<file path="src/rtl/prog_clk_div.sv">
// Runtime-programmable clock divider: near-50% duty for any divisor N >= 2,
// one-cycle period tick, and divisor changes that only land on period boundaries.
module prog_clk_div #(
  parameter int WIDTH       = 8,
  parameter int DEFAULT_DIV = 6
) (
  input  logic             clk,
  input  logic             rst_n,
  input  logic             en,
  input  logic [WIDTH-1:0] div_val,
  input  logic             div_load,
  output logic             clk_out,
  output logic             tick,
  output logic [WIDTH-1:0] div_active,
  output logic             load_pending
);

  localparam logic [WIDTH-1:0] ONE    = WIDTH'(1);
  localparam logic [WIDTH-1:0] TWO    = WIDTH'(2);
  localparam logic [WIDTH-1:0] DEF    = WIDTH'(DEFAULT_DIV);
  localparam logic [WIDTH-1:0] DEF_M1 = WIDTH'(DEFAULT_DIV - 1);

  if (DEFAULT_DIV < 2 || DEFAULT_DIV > (2 ** WIDTH) - 1) begin : g_bad_default
    $error("prog_clk_div: DEFAULT_DIV out of range [2, 2^WIDTH-1]");
  end

  // Divisors below 2 cannot form a high and a low phase, so they saturate to 2.
  function automatic logic [WIDTH-1:0] clamp_div(input logic [WIDTH-1:0] v);
    return (v < TWO) ? TWO : v;
  endfunction

  // Length of the high phase: ceil(N/2), so odd divisors are high one cycle longer.
  function automatic logic [WIDTH-1:0] hi_len(input logic [WIDTH-1:0] n);
    return n - (n >> 1);
  endfunction

  logic [WIDTH-1:0] cnt;
  logic [WIDTH-1:0] pend_val;
  logic [WIDTH-1:0] load_val;
  logic [WIDTH-1:0] cnt_inc;
  logic [WIDTH-1:0] next_div;
  logic             wrap;

  // Boundary decode; a load arriving on the wrap edge itself wins over the staged value.
  always_comb begin
    load_val = clamp_div(div_val);
    cnt_inc  = cnt + ONE;
    wrap     = (cnt == div_active - ONE);
    next_div = div_active;
    if (div_load) begin
      next_div = load_val;
    end else if (load_pending) begin
      next_div = pend_val;
    end
  end

  // Counter, divisor and output registers
  always_ff @(posedge clk) begin
    if (!rst_n) begin
      cnt          <= DEF_M1;
      div_active   <= DEF;
      pend_val     <= '0;
      load_pending <= 1'b0;
      clk_out      <= 1'b0;
      tick         <= 1'b0;
    end else begin
      tick <= 1'b0;
      if (div_load) begin
        pend_val     <= load_val;
        load_pending <= 1'b1;
      end
      if (en) begin
        if (wrap) begin
          cnt          <= '0;
          tick         <= 1'b1;
          clk_out      <= 1'b1;
          div_active   <= next_div;
          pend_val     <= next_div;
          load_pending <= 1'b0;
        end else begin
          cnt     <= cnt_inc;
          clk_out <= (cnt_inc < hi_len(div_active));
        end
      end
    end
  end

endmodule

</file>
<file path="config.mk">
export PLATFORM = sky130hd
export DESIGN_NAME = prog_clk_div
export DESIGN_NICKNAME = d
export VERILOG_FILES = /design/src/rtl/prog_clk_div.sv
export SDC_FILE = /design/constraint.sdc
export NUM_CORES = 1
export LEC_CHECK = 0
export CAP_MARGIN = 20
export CORE_MARGIN = 1.5
export CORE_UTILIZATION = 51
export CTS_CLUSTER_SIZE = 20
export DETAILED_ROUTE_END_ITERATION = 6
export PLACE_DENSITY = 0.88
export SETUP_SLACK_MARGIN = 0.4
export SLEW_MARGIN = 20
export SYNTH_ARGS = -nofsm -noshare
export SYNTH_HDL_FRONTEND = slang
export SYNTH_SLANG_ARGS = --single-unit
</file>
<file path="constraint.sdc">
create_clock -name clk -period 2.45 [get_ports clk]
set_input_delay 0.49 -clock clk [delete_from_list [all_inputs] [get_ports clk]]
set_output_delay 0.49 -clock clk [all_outputs]
set_load 0.1 [all_outputs]
</file>
* Word-level counts from Yosys, hierarchy flattened
Cells that the tools add are included.
** Cells by class
- Mux-type cells :: 12
- Bitwise operators :: 0
- Add/sub/neg operators :: 3
- $lt $le $gt $ge :: 2
- Equality and inequality tests :: 1
- $mul :: 0
- Reductions and logical operators :: 2
- Div/mod/pow operators :: 0
- Shifts and indexed selects :: 0
** Operator list (number)
- $mux 8 :: 7
- $add 8x1->8 const B :: 1
- $eq 8x8->1 :: 1
- $lt 8x2->1 const B :: 1
- $lt 8x8->1 :: 1
- $sub 8x1->8 const B :: 1
- $sub 8x7->8 :: 1
- $mux 1 :: 5
- $reduce_and 2->1 :: 2
** Storage, ports and cells
- Memory bits (read-only) :: 0
- Bits in writable memories :: 0
- Word-level logic and storage cells :: 26
- Register bits after elaboration :: 27
- Bits of input ports :: 12
- Output and inout bits :: 11
- Memories :: 0
- Latch bits :: 0

* Logic depth before layout (Yosys ltp)
- Depth after elaboration :: 5
- Depth in mapped cells :: 15
- Mapped depth without buffers :: 15

* Worst setup path before layout
No wires, ideal clock.
- Kind :: register to register
- Start :: reg div_active[1]
- End :: reg clk_out
- Required time :: 2.387 ns
- Period minus slack after synthesis :: 3.398 ns
- Slack :: -0.948 ns
- Arrival :: 3.335 ns
- Stages on the path, launching flop included :: 15
- Setup time :: 0.063 ns
- Buffers on the path :: 0
- Cells stage by stage :: dfxtp_1 > ha_1 > inv_1 > fa_1 > nor2b_1 > o21a_1 > o21bai_1 > a21oi_1 > nor2_1 > xor2_1 > ha_1 > o211ai_1 > nor3_1 > nor3_1 > o221a_1
** On the way
- Word-level cells in the longest chain between the ends :: 3
- Elaborated cells on any way between the ends :: 5
- Those cells by class :: add/sub: 2; order compare: 1; eq/ne: 1; mux: 1
** Ends and longest elaborated chain
- from (decl) :: line 14 : output logic [WIDTH-1:0] div_active,
- from (signal assigned) :: line 77 : div_active <= next_div;
- $sub 8x7->8 / $sub 8x1->8 (equally long branches) :: line 34, 48
- $lt 8x8->1 / $eq 8x8->1 (equally long branches) :: line 82, 48
- $mux 1 * :: line 73 : if (wrap) begin
- to (signal assigned) :: line 82 : clk_out <= (cnt_inc < hi_len(div_active));
- to (decl) :: line 12 : output logic clk_out,
Every way passes the cells marked *; elsewhere a longest branch is shown, timed or not.
A chain may end at the register's enable or synchronous reset.

* Worst setup path in the final report
Ends and elaborated chain as after synthesis.

==> parameters.txt <==
Parameter                              Value

Placed design
  Post-placement cell area    around 2500 um^2
  Detailed Place HPWL    3760 um
  IO buf count    22
  Last weighted congestion value of the routability-driven placer    0.928
  Placement Setup Slack    -226 ps

STA
  Final setup vio count    12
  Final critical delay including setup and external delays    2910 ps
  Final Slew Violations    0
  Headroom to the max-slew limit    61.8%
  Final Hold Vio Count    0
  Layout Skew    7.66 ps
  Timing-limited maximum frequency    343 MHz
  Final WS setup    -464 ps
  Final worst-path cycle share    119%
  Sum of negative setup slack    -707 ps
  Worst-margin pin slew    572 ps
  RSZ-0062 raised after global routing    yes
  Final hold slack    521 ps

Worst setup path
  Startpoint-to-endpoint class of the critical path    reg2reg
  Critical path launch point type    flip-flop
  Endpoint kind of the worst setup timing path    flip-flop
  Register-to-register path setup slack    -460 ps
  Maximum net fanout on the critical path    4
  WP data arrival    3140 ps
  CP Data Required Time    2680 ps

Pwr
  Max rail drop VDD    891 uV
  Power density over the cells    roughly 1600 nW/um^2
  Net Sw Frac    49.3%
  Combinational Power Share    78.0%
  Sequential share of power    ~16%
  Switching Power    approximately 2.2 mW
  Internal Dissipation    between 2 and 2.5 mW
  Leakage Power    1.19 nW
  Power share of the clock group    approximately 6.3%

Synth
  Post-Syn Nets    ~280
  Netlist area before placement    2070 um^2
  Area share of the largest cell type after synthesis    26.1%
  Async set-reset flop share out of synthesis    0%
  Number of instances in the synthesized netlist    248
  FF+latch count, synth    27
  Leading cell type by number of instances after synthesis    sky130_fd_sc_hd__dfxtp_1
  Most numerous cell types in the synthesized netlist    sky130_fd_sc_hd__dfxtp_1 (27), sky130_fd_sc_hd__nand2_1 (25), sky130_fd_sc_hd__ha_1 (23), sky130_fd_sc_hd__inv_1 (16), sky130_fd_sc_hd__mux2i_1 (16)
  Yosys warnings    0
  Flip-flop cell with the highest count after synthesis    sky130_fd_sc_hd__dfxtp_1
  Cell type contributing the most total cell area after synthesis    sky130_fd_sc_hd__dfxtp_1
  Sequential element share of the synthesized area    26.1%
  Count of cell types in the netlist    46
  Synthesized area divided by synthesized cell count    8.34 um^2
  Number of synthesized flops with an enable pin    0
  Top cells by area, synth    sky130_fd_sc_hd__dfxtp_1 (26%), sky130_fd_sc_hd__ha_1 (14%), sky130_fd_sc_hd__mux2i_1 (7.7%), sky130_fd_sc_hd__xnor2_1 (5.9%), sky130_fd_sc_hd__xor2_1 (4.7%)

Floorplan
  Height of the die    66.7 um
  Row count    22
  Number of primary I/O pins    23
  Die extent in x    66.7 um
  Area of the die    4450 um^2
  Effective utilization at floorplan    54.8%
  Area of the core    3770 um^2

Layout
  Core utilization of the finished layout    74.9%
  Layout cell share with drive strength beyond 1    27.9%
  P&R area growth vs syn    36.5%
  Antenna diode instance count    0
  Final net count    331
  Post-route cell area    2820 um^2

Routing
  Via-per-instance ratio    5.82
  Final wirelength    5960 um
  Average wire per standard cell    17.4 um
  Drt initial violations    91
  Drt pass-1 iters    4
  Via count    ~2000
  Final antenna-violating net count    0
  # DRC    0

CTS
  Buffer depth of the longest clock path    2
  Clock tree from TritonCTS    done
  H-tree levels    1
  Clock Latency Late Sink    280 ps
  Clock root buffer    sky130_fd_sc_hd__clkbuf_8
  Sink Count    27
  Clock-pin slew reported for the worst setup and hold paths after clock tree synthesis    110 ps
  Post-CTS Hold Buffers    0
  Number of buffers created by CTS    3

Outcome
  Run status    finished with violations
  Violations in the final reports    setup timing

Global route
  Vias in the first global route    2024
  All-Layer GR Usage    between 20% and 30%
  Number of antenna violations at the first check in global routing    0
  Global-route wire length before repair    9430 um
  Global route overflow    0
  Pin count of the biggest net entering global routing    18

Flow run
  Max-cap viol count    0

Min path
  Hold Crit Class    reg2reg
-- registers in the layout (all words and copies together), names as in the netlist --
signal        cells
load_pending      1
cnt               8
tick              1
div_active        8
pend_val          8
clk_out           1
-- per-stage QoR --
step / instances / total power, mW
global route: 342 / 4.60
detailed placement: 325 / 3.16
floorplan: 248 / 2.58
CTS: 338 / 4.05
finish: 342 / 4.39
global placement: 325 / 3.07
-- layout make-up --
cell class | count | area, um^2
multi-input combinational | 193 | 1560
sequential | 27 | 566
clock inverter | 1 | 8.76
timing repair buffer | 52 | 515
inverter | 18 | 76.3
tap | 48 | 60.1
clock buffer | 3 | 41.3
fill | 260 | 948
-- routing by layer --
layer	vias to the layer above	GRT usage, %	part of all wire [%]
met5	-	0	0
li1	963	-	-
met1	948	31.2	42
met2	69	52.6	52
met4	0	10.7	2.1
met3	12	5.07	4.0
-- worst max-delay path: stages, from the launching register on --
cell and delay, ps:
sky130_fd_sc_hd__dfxtp_4 400, sky130_fd_sc_hd__ha_4 140, sky130_fd_sc_hd__inv_2 30, sky130_fd_sc_hd__fa_2 330
sky130_fd_sc_hd__nor2b_4 130, sky130_fd_sc_hd__o21a_1 190, sky130_fd_sc_hd__o21bai_1 170, sky130_fd_sc_hd__a21oi_1 100
sky130_fd_sc_hd__nor2_1 120, sky130_fd_sc_hd__xor2_1 160, sky130_fd_sc_hd__ha_1 250, sky130_fd_sc_hd__o211ai_1 260
sky130_fd_sc_hd__nor3_1 100, sky130_fd_sc_hd__nor3_1 240, sky130_fd_sc_hd__o221a_1 210
-- placed cells by master, fill, tap and decap left out, drive strengths merged, types with 2 or more instances in the layout --
master and count:
buf 41, mux2i 16, and2 4, xnor2 14
nor4 3, clkdlybuf4s50 11, nor2 10, inv 18
a21o 2, ha 23, clkbuf 3, o211ai 6
o21ai 21, nand3 12, nor3 10, and3 4
a21boi 2, nand2 25, dfxtp 27, o21bai 2
nor2b 2, xor2 11, a21oi 7
-- final timing paths --
check | startpoint | end | cells after the start
setup / recovery | div_active[1]$_SDFFE_PN1P_ | clk_out$_SDFFE_PN0P_ | 14
hold / removal | cnt[6]$_SDFFE_PN0P_ | cnt[6]$_SDFFE_PN0P_ | 2
setup reg to reg | div_active[1]$_SDFFE_PN1P_ | clk_out$_SDFFE_PN0P_ | 14
hold reg to reg | cnt[6]$_SDFFE_PN0P_ | cnt[6]$_SDFFE_PN0P_ | 2
-- cell families after synthesis --
kind of cell / after synthesis / synth area share (%)
AOI/OAI and AO/OA: 53 / 16.9
DFF: 27 / 26.1
buffers and inverters: 29 / 6.17
xor gates and xnor gates: 25 / 10.6
adders and majority gates: 24 / 14.9
muxes: 16 / 7.74
and+or+nand+nor: 74 / 17.5
-- power groups by stage --
stage / clock network, mW / logic (mW) / registers (mW)
after floorplan: 0 / 1.50 / 1.08
after global placement: 0 / 2.38 / 0.682
after detailed placement: 0 / 2.47 / 0.689
after CTS: 0.282 / 3.09 / 0.677
after global routing: 0.305 / 3.60 / 0.700
final: 0.278 / 3.43 / 0.686
-- timing repair --
action,in CTS,in global routing
endpoints found under the hold margin,0,0
gates resized for setup,21,6
cloned,3,0
pin swaps,14,11
setup endpoints to repair,27,27
buffers inserted,6,4
Note: power is estimated with default switching activity, not from simulation.
==> RTL change, RTL diff (config.mk and constraints unchanged) <==
Set the parameter `WIDTH` to 7 (it was 8).
--- a/src/rtl/prog_clk_div.sv
+++ b/src/rtl/prog_clk_div.sv
@@ -2,5 +2,5 @@
 // one-cycle period tick, and divisor changes that only land on period boundaries.
 module prog_clk_div #(
-  parameter int WIDTH       = 8,
+  parameter int WIDTH       = 7,
   parameter int DEFAULT_DIV = 6
 ) (
Interface: changed (resized div_active and div_val); port bits go from 23 to 21. No check against the original RTL was run, so the function may have changed too.
==> RTL change against the original RTL <==
Final area down 22%. Final cell count decreased by 14%. Clock skew is 1.0 ps higher. Routed wire length fell by 31%. Worst setup slack improved by 470 ps. Sequential cell count decreased by 3. Area after synthesis shrank 12%. Sequential share of layout area rose by 2.9 points. Largest cell class unchanged.
Power is left out: the tool's default activity adds up to more than one toggle a clock period on the data nets, which glitch-free logic cannot reach.
==> RTL change: results (changes against the original RTL) <==
| Metric | Value |
|---|---|
| GRT Total Usage | `0.221 (was 0.282)` |
| Via-to-Cell Ratio | `5.62 (was 5.82)` |
| WL met2 | `2080 um (was 3120 um)` |
| Min-Delay Path Depth | `1 (was 2)` |
| Slew @ Worst Pin | `484 ps (was 572 ps)` |
| Nets | `280 (was 331)` |
| DRT Pass-1 Iters | `5 (was 4)` |
| Internal reg-to-reg setup slack | `10 ps (was -460 ps)` |
| Hold slack | `527 ps (was 521 ps)` |
| Sequential area share after synthesis | `0.264 (was 0.261)` |
| Crit path max fanout | `2 (was 4)` |
| Largest net degree at the start of global routing | `17 (was 18)` |
| RePlAce Congestion | `0.868 (was 0.928)` |
| Area after DPL | `2100 sq um (was 2470 sq um)` |
| CTS resizes | `5 (was 21)` |
| Final WL | `4140 um (was 5960 um)` |
| Initial DRC count | `79 (was 91)` |
| M1 wire length | `1830 um (was 2480 um)` |
| Post-CTS setup buffer count | `4 (was 6)` |
| Global-route wire length before repair | `7180 um (was 9430 um)` |
| Regs by FF count | `cnt (7), div_active (7), pend_val (7) (was cnt (8), div_active (8), pend_val (8))` |
| Final min period | `2440 ps (was 2910 ps)` |
| WL met3 | `207 um (was 236 um)` |
| Syn Nets | `255 (was 284)` |
| Met2 Usage GRT | `0.387 (was 0.526)` |
| IO buf count | `20 (was 22)` |
| # hold bufs at CTS | `0 (unchanged)` |
| Worst reg2reg startpoint | `div_active[0] (was div_active[1])` |
| Main area contributors after synthesis | `dfxtp_1, ha_1, nand2_1, xnor2_1, o21ai_0 (was dfxtp_1, ha_1, mux2i_1, xnor2_1, xor2_1)` |
| Synth top cells by count | `nand2_1, dfxtp_1, inv_1 (was dfxtp_1, nand2_1, ha_1)` |
| Hold Path Sink | `clk_out (was cnt[6])` |
| GR met3 Demand/Resource | `0.0252 (was 0.0507)` |
| Clock root buffer master | `clkbuf_4 (was clkbuf_8)` |
| Met1 GRT Util | `0.280 (was 0.312)` |
| # fillers | `272 (was 260)` |
| Clock slew at reported path FFs | `140 ps (was 110 ps)` |
| Layout cells sized above 1 | `0.219 (was 0.279)` |
| Slowest CP cell | `fa_2 (was dfxtp_4)` |
| Clk Latency, worst-skew pair | `310 ps (was 280 ps)` |
| Routed len/inst | `14.1 um (was 17.4 um)` |
| Status | `finished, final reports clean (was finished, violations left)` |
| Hpwl dp | `3000 um (was 3760 um)` |
| Arr. time, crit path | `2660 ps (was 3140 ps)` |
| Place WS | `-9.15 ps (was -226 ps)` |
| Area delta synth->final | `20.5% (was 36.5%)` |
| Clock skew | `8.66 ps (was 7.66 ps)` |
| Syn Inst Count | `223 (was 248)` |
| Worst Reg-to-Reg Cells | `13 (was 14)` |
| Vias in the first global route | `1640 (was 2024)` |
| Worst path max stage delay | `380 ps (was 400 ps)` |
| Dpl cells | `284 (was 325)` |
[RTL change: critical path, delay by kind of cell, from the launching register on]
kind	cells	cell delay, ps
AO/OA/AOI/OAI	5	840
buffers and inverters	3	210
adder cells (fa/ha/maj)	3	800
AND/OR/NAND/NOR	1	60
XOR/XNOR	1	70
flip-flops	1	370
[RTL change: cells by family after synthesis]
logic type               after synthesis  share of synthesized area
AO/OA/AOI/OAI                         59                      0.227
buffers and inverters                 36                     0.0824
adder cells (fa/ha/maj)               21                      0.148
XOR/XNOR                              19                     0.0913
multiplexers                           7                     0.0385
flip-flops                            24                      0.264
AND/OR/NAND/NOR                       57                      0.148
[RTL change: area by class of cell]
cell class | instances | share of cell area
repair buffers | 33 | 0.128
inverters | 22 | 0.0388
clock buffers | 4 | 0.0165
multi-input cells | 164 | 0.561
flip-flops and latches | 24 | 0.230
well taps | 46 | 0.0262
